## src/rtl/mem_port_arbiter.sv

```systemverilog
// Arbitrates one fixed-latency, single-ported memory between an instruction-fetch port and a data port.
// Optional build macro ARB_ROUND_ROBIN_EN replaces data-priority/starvation arbitration with round-robin.
module mem_port_arbiter #(
  parameter int ADDR_WIDTH   = 32,
  parameter int DATA_WIDTH   = 32,
  parameter int MEM_LATENCY  = 1,
  parameter int STARVE_LIMIT = 4
) (
  input  logic                  clk,
  input  logic                  reset,
  input  logic                  i_req,
  input  logic [ADDR_WIDTH-1:0] i_addr,
  output logic                  i_ack,
  output logic [DATA_WIDTH-1:0] i_rdata,
  input  logic                  d_req,
  input  logic                  d_rw,
  input  logic [ADDR_WIDTH-1:0] d_addr,
  input  logic [DATA_WIDTH-1:0] d_wdata,
  output logic                  d_ack,
  output logic [DATA_WIDTH-1:0] d_rdata,
  output logic                  m_en,
  output logic                  m_rw,
  output logic [ADDR_WIDTH-1:0] m_addr,
  output logic [DATA_WIDTH-1:0] m_wdata,
  input  logic [DATA_WIDTH-1:0] m_rdata,
  output logic                  busy,
  output logic [1:0]            o_dbg_state
);

  // Handshake: a requester raises req (level) with stable fields and holds it until its one-cycle ack;
  // req still high in the IDLE cycle after that ack is a new transaction. Dropping req early never cancels.

  typedef enum logic [1:0] {
    S_IDLE  = 2'd0,
    S_ISSUE = 2'd1,
    S_WAIT  = 2'd2,
    S_DONE  = 2'd3
  } state_t;

  state_t r_state, w_state_nxt;
  logic [3:0] r_wait_cnt, w_wait_cnt_nxt;

  logic                  r_own_d;
  logic                  r_rw;
  logic                  w_issue;
  logic                  w_grant_d;
  logic                  w_sel_rw;
  logic [ADDR_WIDTH-1:0] w_sel_addr;
  logic [DATA_WIDTH-1:0] w_sel_wdata;

`ifdef ARB_ROUND_ROBIN_EN
  logic r_last_d;
  assign w_grant_d = d_req & (~i_req | ~r_last_d);
`else
  logic [3:0] r_starve;
  assign w_grant_d = d_req & (~i_req | (r_starve != 4'(STARVE_LIMIT)));
`endif

  assign w_issue     = (r_state == S_IDLE) & (i_req | d_req);
  assign w_sel_rw    = w_grant_d & d_rw;
  assign w_sel_addr  = w_grant_d ? d_addr : i_addr;
  assign w_sel_wdata = w_grant_d ? d_wdata : '0;
  assign o_dbg_state = r_state;

  always_ff @(posedge clk) begin
    if (reset) begin
      r_state    <= S_IDLE;
      r_wait_cnt <= '0;
    end else begin
      r_state    <= w_state_nxt;
      r_wait_cnt <= w_wait_cnt_nxt;
    end
  end

  // WAIT spans MEM_LATENCY cycles so the edge entering DONE is the one where m_rdata is valid.
  always_comb begin
    w_state_nxt    = r_state;
    w_wait_cnt_nxt = r_wait_cnt;
    case (r_state)
      S_IDLE:  if (w_issue) w_state_nxt = S_ISSUE;
      S_ISSUE: begin
        w_state_nxt    = S_WAIT;
        w_wait_cnt_nxt = 4'(MEM_LATENCY);
      end
      S_WAIT: begin
        if (r_wait_cnt == 4'd1) w_state_nxt = S_DONE;
        else                    w_wait_cnt_nxt = r_wait_cnt - 4'd1;
      end
      S_DONE:  w_state_nxt = S_IDLE;
      default: w_state_nxt = S_IDLE;
    endcase
  end

  always_ff @(posedge clk) begin
    if (reset) begin
      busy    <= 1'b0;
      m_en    <= 1'b0;
      m_rw    <= 1'b0;
      m_addr  <= '0;
      m_wdata <= '0;
      i_ack   <= 1'b0;
      d_ack   <= 1'b0;
      i_rdata <= '0;
      d_rdata <= '0;
      r_own_d <= 1'b0;
      r_rw    <= 1'b0;
`ifdef ARB_ROUND_ROBIN_EN
      r_last_d <= 1'b0;
`else
      r_starve <= '0;
`endif
    end else begin
      busy    <= (w_state_nxt != S_IDLE);
      // The m_* registers double as the grant-time latch of the winner's request fields.
      m_en    <= w_issue;
      m_rw    <= w_issue & w_sel_rw;
      m_addr  <= w_issue ? w_sel_addr : '0;
      m_wdata <= w_issue ? w_sel_wdata : '0;
      i_ack   <= (w_state_nxt == S_DONE) & ~r_own_d;
      d_ack   <= (w_state_nxt == S_DONE) & r_own_d;
      if (w_issue) begin
        r_own_d <= w_grant_d;
        r_rw    <= w_sel_rw;
`ifdef ARB_ROUND_ROBIN_EN
        r_last_d <= w_grant_d;
`else
        if (!w_grant_d)                                  r_starve <= '0;
        else if (i_req && r_starve != 4'(STARVE_LIMIT))  r_starve <= r_starve + 4'd1;
`endif
      end
      if ((w_state_nxt == S_DONE) && !r_rw) begin
        if (r_own_d) d_rdata <= m_rdata;
        else         i_rdata <= m_rdata;
      end
    end
  end

endmodule

```

## config.mk

```make
export PLATFORM = sky130hd
export DESIGN_NAME = mem_port_arbiter
export DESIGN_NICKNAME = d
export VERILOG_FILES = /design/src/rtl/mem_port_arbiter.sv
export SDC_FILE = /design/constraint.sdc
export NUM_CORES = 1
export LEC_CHECK = 0
export CORE_UTILIZATION = 41
export CTS_BUF_LIST = sky130_fd_sc_hd__clkbuf_4
export CTS_CLUSTER_DIAMETER = 120
export DETAILED_ROUTE_END_ITERATION = 8
export PLACE_DENSITY = 0.91
export SYNTH_ARGS = -nofsm -noshare
export SYNTH_HDL_FRONTEND = slang
export SYNTH_SLANG_ARGS = --single-unit
```

## constraint.sdc

```tcl
create_clock -name clk -period 2.3 [get_ports clk]
set_input_delay 0.69 -clock clk [delete_from_list [all_inputs] [get_ports clk]]
set_output_delay 0.69 -clock clk [all_outputs]
set_load 0.1 [all_outputs]
```

==> summary.md, run 1 <==
| Metric | Value |
|---|---|
| Final #Nets | 959 |
| Tot GR Track Use | 0.215 |
| Actual slew at the worst max-slew pin | 0.431 ns |
| Core area | approximately 0.013 mm² |
| Crit path kind | reg -> reg |
| Worst r2r src | o_dbg_state[0]$_SDFF_PP0_ |
| Hold_sp | d_rdata[16]$_SDFFE_PP0P_ |
| Resize count post-CTS | 0 |
| Share of cells above drive strength 1 | 0.240 |
| Setup TNS | 0 ns |
| Fin. Hold Viols | 0 |
| Critical path startpoint category | flop |
| Post-Syn Area per Cell | between 10 and 15 µm² |
| R2R depth | 6 |
| Antenna Nets Post-Route | 0 |
| Syn_nets | around 700 |
| Area of the multi-input gates | roughly 0.0025 mm² |
| Synth cell types | 40 |
| Outcome | finished, final reports clean |
| # DRC | 0 |
| Cell Area, Placed | about 0.008 mm² |
| Clock latency on the worst-skew pair | around 0.55 ns |
| Max_cap viols | 0 |
| Fin crit share | 0.889 |
| Worst Path Required | between 2 and 3 ns |
| Routed WL | between 10 and 15 mm |
| Crit end category | flop |
| DP Wirelength | 11.0 mm |
| Synthesized instance count | ~550 |
| Worst min path class | reg -> reg |
| Critical Path, Cell by Cell | inv_1, ha_1, or4b_4, o2111ai_4, buf_12, mux2i_1 |
| Slowest CP cell | or4b_4 |
| FILL cells | 1075 |
| Initial antenna violation count | 1 |
| Hold EP | d_rdata[16]$_SDFFE_PP0P_ |
| Worst-path clk slew | 0.12 ns |
| Reg2reg end | d_rdata[2]$_SDFFE_PP0P_ |
| Largest net degree at the start of global routing | 62 |
| Num CTS Buffers | 17 |
| Hold Buf Count CTS | 0 |
| Ranking of synthesized cells by area | dfxtp_1, mux2i_1, nand2b_1 |
| Gpl congestion | between 0.8 and 0.9 |
| VDD IR max | roughly 0.56 mV |
| Total gr overflow | 0 |
| H-tree depth | 4 |
| Postcts setup bufs | 0 |
| Clock skew | between 0.015 and 0.02 ns |
| Initial cell density of the core | 0.422 |
| Synthesized area | 0.00564 mm² |
| Fmax | around 490 MHz |
| Slowest stage delay, CP | about 0.57 ns |
| Asr flop ratio synth | 0 |
| Setup violations, final | 0 |
| R2r setup slk | roughly 0.25 ns |
| Drt initial violations | 230 |
| Area occupied by registers | between 0.002 and 0.003 mm² |
| Sequential element share of the synthesized area | 0.515 |
| Die Height | roughly 120 µm |
| WL/cell | roughly 15 µm |
| Pins Over Slew Limit | 0 |
| Share of the synthesized area in the top cell type | 0.515 |
| Vias in the first global route | around 4800 |
| Via-per-instance ratio | about 4.9 |
| Die Wd | between 100 and 150 µm |
| RSZ-0062 raised after global routing | false |
| Total number of vias | ~5000 |
| Relative slew margins | 0.711 |
| Area leader, netlist | dfxtp_1 |
| CP Max Fanout | 12 |
| Leakage | about 4 nW |
| Synth Flop Type | dfxtp_1 |
| PD cells | between 1000 and 1500 mW/mm² |
| CTS tree | done |
| Die area | between 0.01 and 0.015 mm² |
| PortBufs | roughly 270 |
| Fin area | 0.00860 mm² |
| Final Critical Period | between 2 and 2.5 ns |
| Critical Path AT | between 2 and 3 ns |
| Clk sinks | 145 |
| Root Driver | clkbuf_4 |
| Area grow syn2layout | 52.6% |
| Row Count | between 40 and 50 |
| First-pass GRT wire length | around 24 mm |
| Total I/O pin count | between 200 and 300 |
| Yosys warns | 0 |
| Clk buf depth | 2 |
| Post-synth EDFFs | 0 |
| Drt pass-1 iters | 5 |
| Hold Crit Depth | 2 |
| Number of synthesized register bits | around 150 |
## cells in the final DEF (no fill, tap or decap), types with 2 or more instances in the layout
cell	n
nor2_1	6
and2_1	34
inv_1	9
nand3_1	35
buf_4	145
nand2b_1	96
dfxtp_2	2
clkinv_4	3
dfxtp_1	143
or2_2	2
mux2i_1	64
inv_6	3
nor3_1	2
clkdlybuf4s50_1	131
nor2b_1	2
ha_1	7
bufinv_16	5
buf_12	10
clkbuf_4	18
nand4_1	3
nand2_1	6
o2111ai_4	2
nand4b_1	4
o21ai_0	35
clkinvlp_4	2
a31oi_1	2
a21oi_1	40
nand3b_1	2
## cell usage after synthesis (3+ instances only)
library cell / instances
clkbuf_1: 31
o21ai_0: 35
and2_1: 34
nor2_1: 6
ha_1: 7
a21oi_1: 40
inv_1: 9
nand4_1: 3
nand4b_1: 4
dfxtp_1: 145
buf_8: 6
nand3_1: 35
mux2i_1: 64
buf_2: 3
nand2b_1: 96
nand2_1: 6
## flip-flops by register name (all words and copies together) (netlist names)
name / count
busy: 1
d_ack: 1
d_rdata: 32
i_ack: 1
i_rdata: 32
m_addr: 32
m_en: 1
m_rw: 1
m_wdata: 32
o_dbg_state: 2
r_own_d: 1
r_rw: 1
r_starve: 4
r_wait_cnt: 4
## cell type report
| class | count | share of cell area |
|---|---|---|
| Inverter | 9 | 0.00393 |
| Sequential cell | 145 | 0.338 |
| Antenna cell | 1 | 0.000291 |
| Clock inverter | 14 | 0.0266 |
| Tap cell | 176 | 0.0256 |
| Clock buffer | 18 | 0.0157 |
| Multi-Input combinational cell | 359 | 0.287 |
| Timing Repair Buffer | 287 | 0.303 |
## power by group
part           switching, mW  internal, mW
Combinational           4.00          1.50
Sequential             0.247          2.96
Clock                  0.962          1.01
## worst max-delay path by stage
| stage | slack (ns) | from | endpoint | cells past startpoint |
|---|---|---|---|---|
| finish | 0.25 | o_dbg_state[0]$_SDFF_PP0_ | d_rdata[2]$_SDFFE_PP0P_ | 6 |
| detailed placement | -0.17 | i_req | d_rdata[11]$_SDFFE_PP0P_ | 5 |
| global route | 0.13 | o_dbg_state[0]$_SDFF_PP0_ | i_rdata[4]$_SDFFE_PP0P_ | 6 |
| CTS | 0.25 | o_dbg_state[0]$_SDFF_PP0_ | d_rdata[21]$_SDFFE_PP0P_ | 6 |
| global placement | -0.11 | i_req | d_rdata[14]$_SDFFE_PP0P_ | 5 |
| floorplan | 0.18 | o_dbg_state[0]$_SDFF_PP0_ | d_rdata[0]$_SDFFE_PP0P_ | 6 |
## routing by layer
layer,global-route usage,vias up,routed length (µm)
met1,0.240,2272,5760
met3,0.0728,22,1380
met2,0.366,223,7400
met5,0,-,0
met4,0.0973,0,310
li1,-,2413,-
## stage by stage
step           std cells  hold slack (ns)  setup slack [ns]  power, mW   util
2_1_floorplan        554            0.446             0.182       7.49      -
3_3_place_gp         976            0.462            -0.115       8.72  0.617
3_5_place_dp         976            0.468            -0.173       8.79  0.617
4_1_cts             1008            0.488             0.254       10.8  0.644
5_1_grt             1009            0.506             0.130       11.1  0.645
6_report            1009            0.483             0.254       10.7  0.645
## critical path, delay by kind of cell (launching register included)
family	cells	cell delay [ns]
AOI/OAI and AO/OA	1	0.15
adders and majority gates	1	0.38
buffers and inverters	2	0.29
DFF	1	0.36
muxes	1	0.21
and+or+nand+nor	1	0.57
## cells by family after synthesis
family          after synthesis  synth area share
flops                       145             0.515
compound gates               86            0.0881
fa+ha+maj                     7            0.0155
mux                          64             0.114
buf+inv                      50            0.0466
simple gates                202             0.221
(Power assumes the default switching activity.)
==> run 2, diff against run 1 <==
--- a/config.mk
+++ b/config.mk
@@ -10,6 +10,7 @@
 export CTS_CLUSTER_DIAMETER = 120
 export DETAILED_ROUTE_END_ITERATION = 8
 export PLACE_DENSITY = 0.91
+export RECOVER_POWER = 25
 export SYNTH_ARGS = -nofsm -noshare
 export SYNTH_HDL_FRONTEND = slang
 export SYNTH_SLANG_ARGS = --single-unit
==> run 2 against run 1 <==
  * Clock power is essentially flat
  * Wire length is 0.13% lower
  * Core utilization decreased by 0.39 points
  * Largest cell class unchanged
==> summary.md, run 2 (synthesis results as in run 1) <==
| Metric | Value |
|---|---|
| FILL cells | 1082 (was 1075) |
| Total I/O pin count | 268 (unchanged) |
| Setup TNS | 0 ns (unchanged) |
| Die area | 0.0142 mm² (unchanged) |
| Largest net degree at the start of global routing | 62 (unchanged) |
| Cell Area, Placed | 0.00824 mm² (unchanged) |
| Final hold slack | 0.483 ns (about the same) |
| Drt initial violations | 220 (was 230) |
| Pins Over Slew Limit | 0 (unchanged) |
| Worst Path Required | 2.78 ns (was 2.77 ns) |
| CP top delay family | simple AND/OR/NAND/NOR gates (unchanged) |
| Combinational power share | 0.513 (was 0.515) |
| Setup violations, final | 0 (unchanged) |
| Worst-path clk slew | 0.12 ns (about the same) |
| Hold Buf Count CTS | 0 (unchanged) |
| Tot GR Track Use | 0.215 (unchanged) |
| Share of cells above drive strength 1 | 0.237 (was 0.240) |
| Drt pass-1 iters | 4 (was 5) |
| Fin. Hold Viols | 0 (unchanged) |
| Clk sinks | 145 (unchanged) |
| Critical Path AT | 2.53 ns (was 2.52 ns) |
| Slowest stage delay, CP | 0.57 ns (about the same) |
| Resize count post-CTS | 0 (unchanged) |
| RSZ-0062 raised after global routing | false (unchanged) |
| Final Critical Period | 2.05 ns (about the same) |
| Crit path kind | reg -> reg (unchanged) |
| Fmax | 488 MHz (was 489 MHz) |
| Fin area | 0.00855 mm² (was 0.00860 mm²) |
| H-tree depth | 4 (unchanged) |
| Max_cap viols | 0 (unchanged) |
| Sw power | 5.20 mW (was 5.21 mW) |
| Inst Count DP | 976 (unchanged) |
| Actual slew at the worst max-slew pin | 0.618 ns (was 0.431 ns) |
| Via-per-instance ratio | 4.86 (was 4.89) |
| Critical path startpoint category | flop (unchanged) |
| Num CTS Buffers | 17 (unchanged) |
| Final #Nets | 959 (unchanged) |
| Critical Path, Cell by Cell | inv_1, ha_1, or4b_4, o2111ai_4, buf_12, mux2i_1 (unchanged) |
| Utilization after layout | 0.641 (was 0.645) |
| Total gr overflow | 0 (unchanged) |
| Clock latency on the worst-skew pair | 0.56 ns (was 0.55 ns) |
| Most frequent cells in the layout | dfxtp_1, buf_4, clkdlybuf4s50_1 (was buf_4, dfxtp_1, clkdlybuf4s50_1) |
| CTS tree | done (unchanged) |
| Die Height | 119 µm (unchanged) |
| Initial antenna violation count | 1 (unchanged) |
| Gpl congestion | 0.843 (unchanged) |
| Switching share of total power | 0.490 (was 0.488) |
| Postcts setup bufs | 0 (unchanged) |
| Core area | 0.0133 mm² (unchanged) |
| VDD IR max | 0.554 mV (was 0.555 mV) |
| Clk buf depth | 2 (unchanged) |
| P_int | 5.41 mW (was 5.46 mW) |
| Worst min path class | reg -> reg (unchanged) |
| Outcome | finished, final reports clean (unchanged) |
| Crit end category | flop (unchanged) |
| DP Wirelength | 11.0 mm (unchanged) |
| Final worst slack | 0.250 ns (was 0.254 ns) |
| Leakage | 3.91 nW (was 3.94 nW) |
| Initial cell density of the core | 0.422 (unchanged) |
| Area grow syn2layout | 51.7% (was 52.6%) |
| First-pass GRT wire length | 23.6 mm (unchanged) |
| Fin crit share | 0.891 (was 0.889) |
| WL/cell | 14.7 µm (about the same) |
| PD cells | 1240 mW/mm² (about the same) |
| Root Driver | clkbuf_4 (unchanged) |
| Routed WL | 14.8 mm (was 14.9 mm) |
| Antenna Nets Post-Route | 0 (unchanged) |
| Total number of vias | 4906 (was 4930) |
| CP Max Fanout | 14 (was 12) |
| # DRC | 0 (unchanged) |
| PortBufs | 267 (unchanged) |
| CP bufs+invs | 2 (unchanged) |
| Slowest CP cell | or4b_4 (unchanged) |
| Most common cell after layout, fill and taps aside | dfxtp_1 (was buf_4) |
| Row Count | 42 (unchanged) |
| Sequential share of power | 0.302 (was 0.301) |
| Clock network fraction of design power | 0.185 (was 0.184) |
| Finished Layout Cells | 1009 (unchanged) |
| Clock skew | 0.0192 ns (was 0.0181 ns) |
| Relative slew margins | 0.588 (was 0.711) |
| Vias in the first global route | 4782 (unchanged) |
| Pre-CTS WS | -0.173 ns (unchanged) |
| Die Wd | 119 µm (unchanged) |
| Overall Power | 10.6 mW (was 10.7 mW) |
[run 2: changes by cell type in the layout (fill, tap and decap cells not counted), sizes merged]
cell    delta
buf        -3
clkbuf     +3
[run 2: layout make-up]
class,instances,area (µm²),share of cell area
clock inverters,14,229,0.0268
well taps,176,220,0.0258
inverters,9,33.8,0.00395
clock buffers,18,135,0.0158
flip-flops and latches,145,2900,0.340
diodes,1,2.50,0.000293
repair buffers,287,2570,0.300
multi-input cells,359,2460,0.287
[run 2: worst reg2reg max path, cell delays in order (launching register included)]
cell and delay (ns):
dfxtp_1 0.37, inv_1 0.11, ha_1 0.38, or4b_4 0.57, o2111ai_4 0.15, buf_12 0.21, mux2i_1 0.21
[run 2: power by group through the flow]
| stage | logic, mW | registers (mW) | clock network (mW) |
|---|---|---|---|
| final | 5.44 | 3.21 | 1.96 |
| after global routing | 5.67 | 3.26 | 2.15 |
| after CTS | 5.53 | 3.21 | 2.02 |
| after detailed placement | 5.52 | 3.27 | 0 |
| after global placement | 5.46 | 3.25 | 0 |
| after floorplan | 1.34 | 6.15 | 0 |
[run 2: per-layer routing]
layer	share of wire	global-route usage	vias to the layer above	routed length (µm)
met5	0	0	-	0
met4	0.021	0.0973	0	310
met3	0.092	0.0728	22	1360
met2	0.50	0.366	226	7450
met1	0.39	0.240	2246	5710
li1	-	-	2412	-
[run 2: final timing paths]
path / to / from / slack, ns / cells after the start
max: d_rdata[21]$_SDFFE_PP0P_ / o_dbg_state[0]$_SDFF_PP0_ / 0.25 / 6
max reg2reg: d_rdata[21]$_SDFFE_PP0P_ / o_dbg_state[0]$_SDFF_PP0_ / 0.25 / 6
min: d_rdata[16]$_SDFFE_PP0P_ / d_rdata[16]$_SDFFE_PP0P_ / 0.48 / 2
min reg2reg: d_rdata[16]$_SDFFE_PP0P_ / d_rdata[16]$_SDFFE_PP0P_ / 0.48 / 2
